===== src/rtl/debounce_multi.sv =====
// Multi-channel switch/encoder debouncer: per-channel synchroniser, lockout (MODE 0) or
// stable-confirm (MODE 1) filter, registered rise/fall strobes. DEBOUNCE_GLITCH_CNT_EN adds a glitch counter.
module debounce_multi #(
  parameter int   CHANNELS    = 2,
  parameter int   SYNC_STAGES = 2,
  parameter int   HOLD_CYCLES = 65535,
  parameter int   MODE        = 0,
  parameter logic RESET_LEVEL = 1'b0
) (
  input  logic                clk,
  input  logic                rst,
  input  logic [CHANNELS-1:0] sw_in,
`ifdef DEBOUNCE_GLITCH_CNT_EN
  input  logic                glitch_clr,
  output logic [15:0]         glitch_cnt,
`endif
  output logic [CHANNELS-1:0] sw_out,
  output logic [CHANNELS-1:0] sw_rise,
  output logic [CHANNELS-1:0] sw_fall,
  output logic [CHANNELS-1:0] busy
);

  localparam int CNT_W = $clog2(HOLD_CYCLES + 1);
  localparam logic [CNT_W-1:0] CNT_ZERO = '0;
  localparam logic [CNT_W-1:0] CNT_ONE  = CNT_W'(1);
  localparam logic [CNT_W-1:0] HOLD_VAL  = CNT_W'(HOLD_CYCLES);
  localparam logic [CNT_W-1:0] HOLD_LAST = CNT_W'(HOLD_CYCLES - 1);

  // r_sync[0] captures the raw pin; r_sync[SYNC_STAGES-1] is the synchronised level.
  logic [SYNC_STAGES-1:0][CHANNELS-1:0] r_sync;
  logic [CHANNELS-1:0]                  w_s;

  logic [CHANNELS-1:0][CNT_W-1:0] r_cnt;
  logic [CHANNELS-1:0][CNT_W-1:0] w_cnt_nxt;
  logic [CHANNELS-1:0]            r_out;
  logic [CHANNELS-1:0]            w_out_nxt;
  logic [CHANNELS-1:0]            r_rise;
  logic [CHANNELS-1:0]            w_rise_nxt;
  logic [CHANNELS-1:0]            r_fall;
  logic [CHANNELS-1:0]            w_fall_nxt;
  logic [CHANNELS-1:0]            w_busy;

  always_ff @(posedge clk) begin
    if (rst) begin
      r_sync <= {(SYNC_STAGES * CHANNELS){RESET_LEVEL}};
    end else begin
      r_sync <= {r_sync[SYNC_STAGES-2:0], sw_in};
    end
  end

  assign w_s = r_sync[SYNC_STAGES-1];

  always_comb begin
    w_cnt_nxt  = r_cnt;
    w_out_nxt  = r_out;
    w_rise_nxt = '0;
    w_fall_nxt = '0;
    for (int i = 0; i < CHANNELS; i++) begin
      if (MODE == 0) begin
        // Lockout: accept a new level at once, then ignore the pin for HOLD_CYCLES.
        if (r_cnt[i] != CNT_ZERO) begin
          w_cnt_nxt[i] = r_cnt[i] - CNT_ONE;
        end else if (w_s[i] != r_out[i]) begin
          w_out_nxt[i]  = w_s[i];
          w_rise_nxt[i] = w_s[i];
          w_fall_nxt[i] = ~w_s[i];
          w_cnt_nxt[i]  = HOLD_VAL;
        end
      end else begin
        // Stable-confirm: the pin must differ from sw_out for HOLD_CYCLES consecutive cycles.
        if (w_s[i] == r_out[i]) begin
          w_cnt_nxt[i] = CNT_ZERO;
        end else if (r_cnt[i] == HOLD_LAST) begin
          w_out_nxt[i]  = w_s[i];
          w_rise_nxt[i] = w_s[i];
          w_fall_nxt[i] = ~w_s[i];
          w_cnt_nxt[i]  = CNT_ZERO;
        end else begin
          w_cnt_nxt[i] = r_cnt[i] + CNT_ONE;
        end
      end
    end
  end

  always_ff @(posedge clk) begin
    if (rst) begin
      r_cnt  <= '0;
      r_out  <= {CHANNELS{RESET_LEVEL}};
      r_rise <= '0;
      r_fall <= '0;
    end else begin
      r_cnt  <= w_cnt_nxt;
      r_out  <= w_out_nxt;
      r_rise <= w_rise_nxt;
      r_fall <= w_fall_nxt;
    end
  end

  always_comb begin
    w_busy = '0;
    for (int i = 0; i < CHANNELS; i++) begin
      w_busy[i] = (r_cnt[i] != CNT_ZERO);
    end
  end

  assign sw_out  = r_out;
  assign sw_rise = r_rise;
  assign sw_fall = r_fall;
  assign busy    = w_busy;

`ifdef DEBOUNCE_GLITCH_CNT_EN
  localparam int EV_W = $clog2(CHANNELS + 1);
  localparam int GS_W = ((EV_W > 16) ? EV_W : 16) + 1;

  logic [CHANNELS-1:0] r_s_prev;
  logic [CHANNELS-1:0] w_glitch_ev;
  logic [EV_W-1:0]     w_ev_sum;
  logic [GS_W-1:0]     w_glitch_sum;
  logic [15:0]         r_glitch;

  // A glitch is pin activity the filter rejected while a channel's counter was running.
  always_comb begin
    w_glitch_ev = '0;
    w_ev_sum    = '0;
    for (int i = 0; i < CHANNELS; i++) begin
      if (MODE == 0) begin
        w_glitch_ev[i] = (w_s[i] != r_s_prev[i]) && (r_cnt[i] != CNT_ZERO);
      end else begin
        w_glitch_ev[i] = (w_s[i] == r_out[i]) && (r_cnt[i] != CNT_ZERO);
      end
      w_ev_sum = w_ev_sum + EV_W'(w_glitch_ev[i]);
    end
    w_glitch_sum = GS_W'(r_glitch) + GS_W'(w_ev_sum);
  end

  always_ff @(posedge clk) begin
    if (rst) begin
      r_s_prev <= {CHANNELS{RESET_LEVEL}};
      r_glitch <= '0;
    end else begin
      r_s_prev <= w_s;
      if (glitch_clr) begin
        r_glitch <= '0;
      end else if (w_glitch_sum > GS_W'(16'hFFFF)) begin
        r_glitch <= 16'hFFFF;
      end else begin
        r_glitch <= w_glitch_sum[15:0];
      end
    end
  end

  assign glitch_cnt = r_glitch;
`endif

endmodule


===== config.mk =====
export PLATFORM = sky130hd
export DESIGN_NAME = debounce_multi
export DESIGN_NICKNAME = d
export VERILOG_FILES = /design/src/rtl/debounce_multi.sv
export SDC_FILE = /design/constraint.sdc
export NUM_CORES = 1
export LEC_CHECK = 0
export CAP_MARGIN = 20
export CORE_MARGIN = 2
export CORE_UTILIZATION = 32
export DETAILED_ROUTE_END_ITERATION = 7
export HOLD_SLACK_MARGIN = 0.03
export MAX_ROUTING_LAYER = met4
export PLACE_DENSITY = 0.49
export SLEW_MARGIN = 5
export SYNTH_ARGS = -nofsm -noshare
export SYNTH_HDL_FRONTEND = slang
export SYNTH_SLANG_ARGS = --single-unit

===== constraint.sdc =====
create_clock -name clk -period 5.17 [get_ports clk]
set_input_delay 0.7755 -clock clk [delete_from_list [all_inputs] [get_ports clk]]
set_output_delay 0.7755 -clock clk [all_outputs]
set_load 0.005 [all_outputs]

==> flow_summary.json <==
{
  "status": "finished clean",
  "core_sq_mm": 0.00639,
  "grt_max_degree": 43,
  "drive_gt1_share_pct": 7.76,
  "fin_crit_sh_pct": 63.8,
  "cts_hold_buf": 0,
  "num_rows": 29,
  "n_fill_cell": 648,
  "post_cts_resized": 0,
  "crit_type": "register to output port",
  "gp_congestion": 0.773,
  "hold_viol": 0,
  "ctsHtreeMaxLevel": 2,
  "num_antenna_cells": 0,
  "synthArstFlopShare_pct": 0,
  "synth.avg_cell_area_sq_um": 8.92,
  "critPathRequiredTime_ns": 4.39,
  "cp-end-kind": "output port",
  "antenna_found_initial": 0,
  "crit_arrival_ns": 2.52,
  "worstMarginPinSlew_ns": 0.722,
  "port-buffer-count": 11,
  "grt_setup_unrepaired": "no",
  "post-dp-hpwl_mm": 3.09,
  "grt_overflow_total": 0,
  "relSlewSlack_pct": 51.5,
  "num_io_pins": 12,
  "fp.dieH_um": 85.6,
  "vdd_drop_max_uv": 293,
  "worstSkewPairLatency_ns": 0.29,
  "synth_edf_count": 0,
  "post_drt_via_cell_ratio": 5.59,
  "grt_pass1_vias": 1674,
  "post-route-min-period_ns": 3.30,
  "antenna_left": 0,
  "cts_root_buf": "clkbuf_8",
  "drv_slew": 0,
  "wl_per_cell_um": 14.0,
  "fmax_mhz": 303,
  "drc_errors": 0,
  "dp_slack_ns": 2.21,
  "hold_slack_ns": 0.443,
  "drt_iter0_drc": 50,
  "synth_seq_cells": 42,
  "startpoint_type": "register",
  "final_util_pct": 37.6,
  "dr.pass1.iters": 4,
  "critPathMaxFanout": 12,
  "fin_nets": 252,
  "die_w_um": 85.6,
  "post-cts-setup-buffer-count": 0,
  "hp-class": "register to register",
  "drt_wl_total_mm": 4.51,
  "ys_seq_area_share_pct": 39.4,
  "dieArea_sq_mm": 0.00733,
  "synth_top_area_share_pct": 39.4,
  "clk_pin_slew_worst_paths_ns": 0.08,
  "cts_sinks": 42,
  "yosys.area.top_type": "dfxtp_1",
  "fin_ws_ns": 1.87,
  "start_util_pct": 33.4,
  "area_growth_pct": 12.6,
  "cts_buffer_depth": 2,
  "syn_nets": 247,
  "finalSetupViolCount": 0,
  "synth_ff_type": "dfxtp_1",
  "skew_ns": 0.00659,
  "grt_pass1_wl_mm": 7.75,
  "synth_cells": 239,
  "vias": 1801,
  "numCtsBuffers": 5,
  "stdcell_count": 322,
  "yosys-top-cells-area": "dfxtp_1, o31a_1, a31oi_1, nor3_1, and3_1",
  "ys_types": 42,
  "grt_usage_pct": 13.4,
  "synth_warnings": 0,
  "dp.cells": 314,
  "finalSetupTns_ns": 0,
  "cts_tree": "built",
  "p_leak_uw": 0.000883,
  "cap_violations": 0,
  "syn_area_sq_mm": 0.00213,
  "p_per_area_mw_per_mm2": 681
}
critical path, cell delays in order, from the launching register on:
cell and delay [ns]:
dfxtp_1 0.35, inv_1 0.11, ha_1 0.17, nor3b_1 0.48, nand4_1 0.51, clkdlybuf4s50_1 0.61
cell usage in the layout (no fill, tap or decap), types with 9 or more instances in the layout:
master / n
a21oi_1: 9
o31a_1: 17
clkdlybuf4s50_1: 11
nor2_1: 15
dfxtp_1: 42
nand2_1: 10
a31oi_1: 16
and3_1: 9
nor3_1: 19
worst paths after layout:
check,startpoint,end,slack [ns],cells after the start
setup / recovery,r_cnt[16]$_SDFFE_PP0P_,busy[1],1.87,5
hold / removal,r_sync[1]$_SDFF_PP0_,w_s[1]$_SDFF_PP0_,0.44,1
setup reg to reg,r_cnt[16]$_SDFFE_PP0P_,r_cnt[26]$_SDFFE_PP0P_,2.58,6
hold reg to reg,r_sync[1]$_SDFF_PP0_,w_s[1]$_SDFF_PP0_,0.44,1
cell families after synthesis:
| kind of cell | count (synthesis) | share of synthesized area, % |
|---|---|---|
| AOI/OAI and AO/OA | 56 | 19.1 |
| adders and majority gates | 4 | 2.35 |
| and+or+nand+nor | 113 | 32.3 |
| buffers and inverters | 20 | 4.93 |
| DFF | 42 | 39.4 |
| muxes | 2 | 0.998 |
| xor gates and xnor gates | 2 | 0.822 |
cells in the mapped netlist (7+ instances only):
| library cell | number |
|---|---|
| nand3_1 | 7 |
| dfxtp_1 | 42 |
| a31oi_1 | 16 |
| or3_1 | 7 |
| a21oi_1 | 9 |
| nor2_1 | 15 |
| nand2_1 | 10 |
| clkbuf_1 | 10 |
| nor3_1 | 19 |
| and3_1 | 9 |
| o31a_1 | 17 |
| nor4_1 | 7 |
final cells by class:
cell class,count,area (sq um),share of cell area [%]
Timing Repair Buffer,12,118,4.90
Clock buffer,5,68.8,2.87
Multi-Input combinational cell,177,1190,49.4
Sequential cell,42,841,35.0
Clock inverter,3,68.8,2.87
Tap cell,77,96.3,4.01
Inverter,6,22.5,0.938
power breakdown:
group / internal [uW] / switching, uW / total (uW)
sequential: 424 / 121 / 544
clock: 194 / 121 / 314
combinational: 339 / 439 / 778
flip-flops by register name, summed over array words and instances, names as in the netlist:
register and count:
sw_fall 2, w_s 2, r_cnt 32, sw_rise 2, r_sync 2, sw_out 2
layer usage:
metal | up-vias | GRT usage, % | routed length [um]
met1 | 849 | 16.9 | 2200
li1 | 920 | - | -
met5 | - | - | 0
met3 | 4 | 2.60 | 106
met4 | 0 | 4.04 | 34
met2 | 28 | 21.7 | 2160
through the flow:
step / total power [uW] / cell area, sq um
final: 1640 / 2400
after global routing: 1780 / 2400
after CTS: 1650 / 2400
after detailed placement: 1330 / 2260
after global placement: 1330 / 2260
after floorplan: 1190 / 2130
Power figures use the tool's default switching activity.
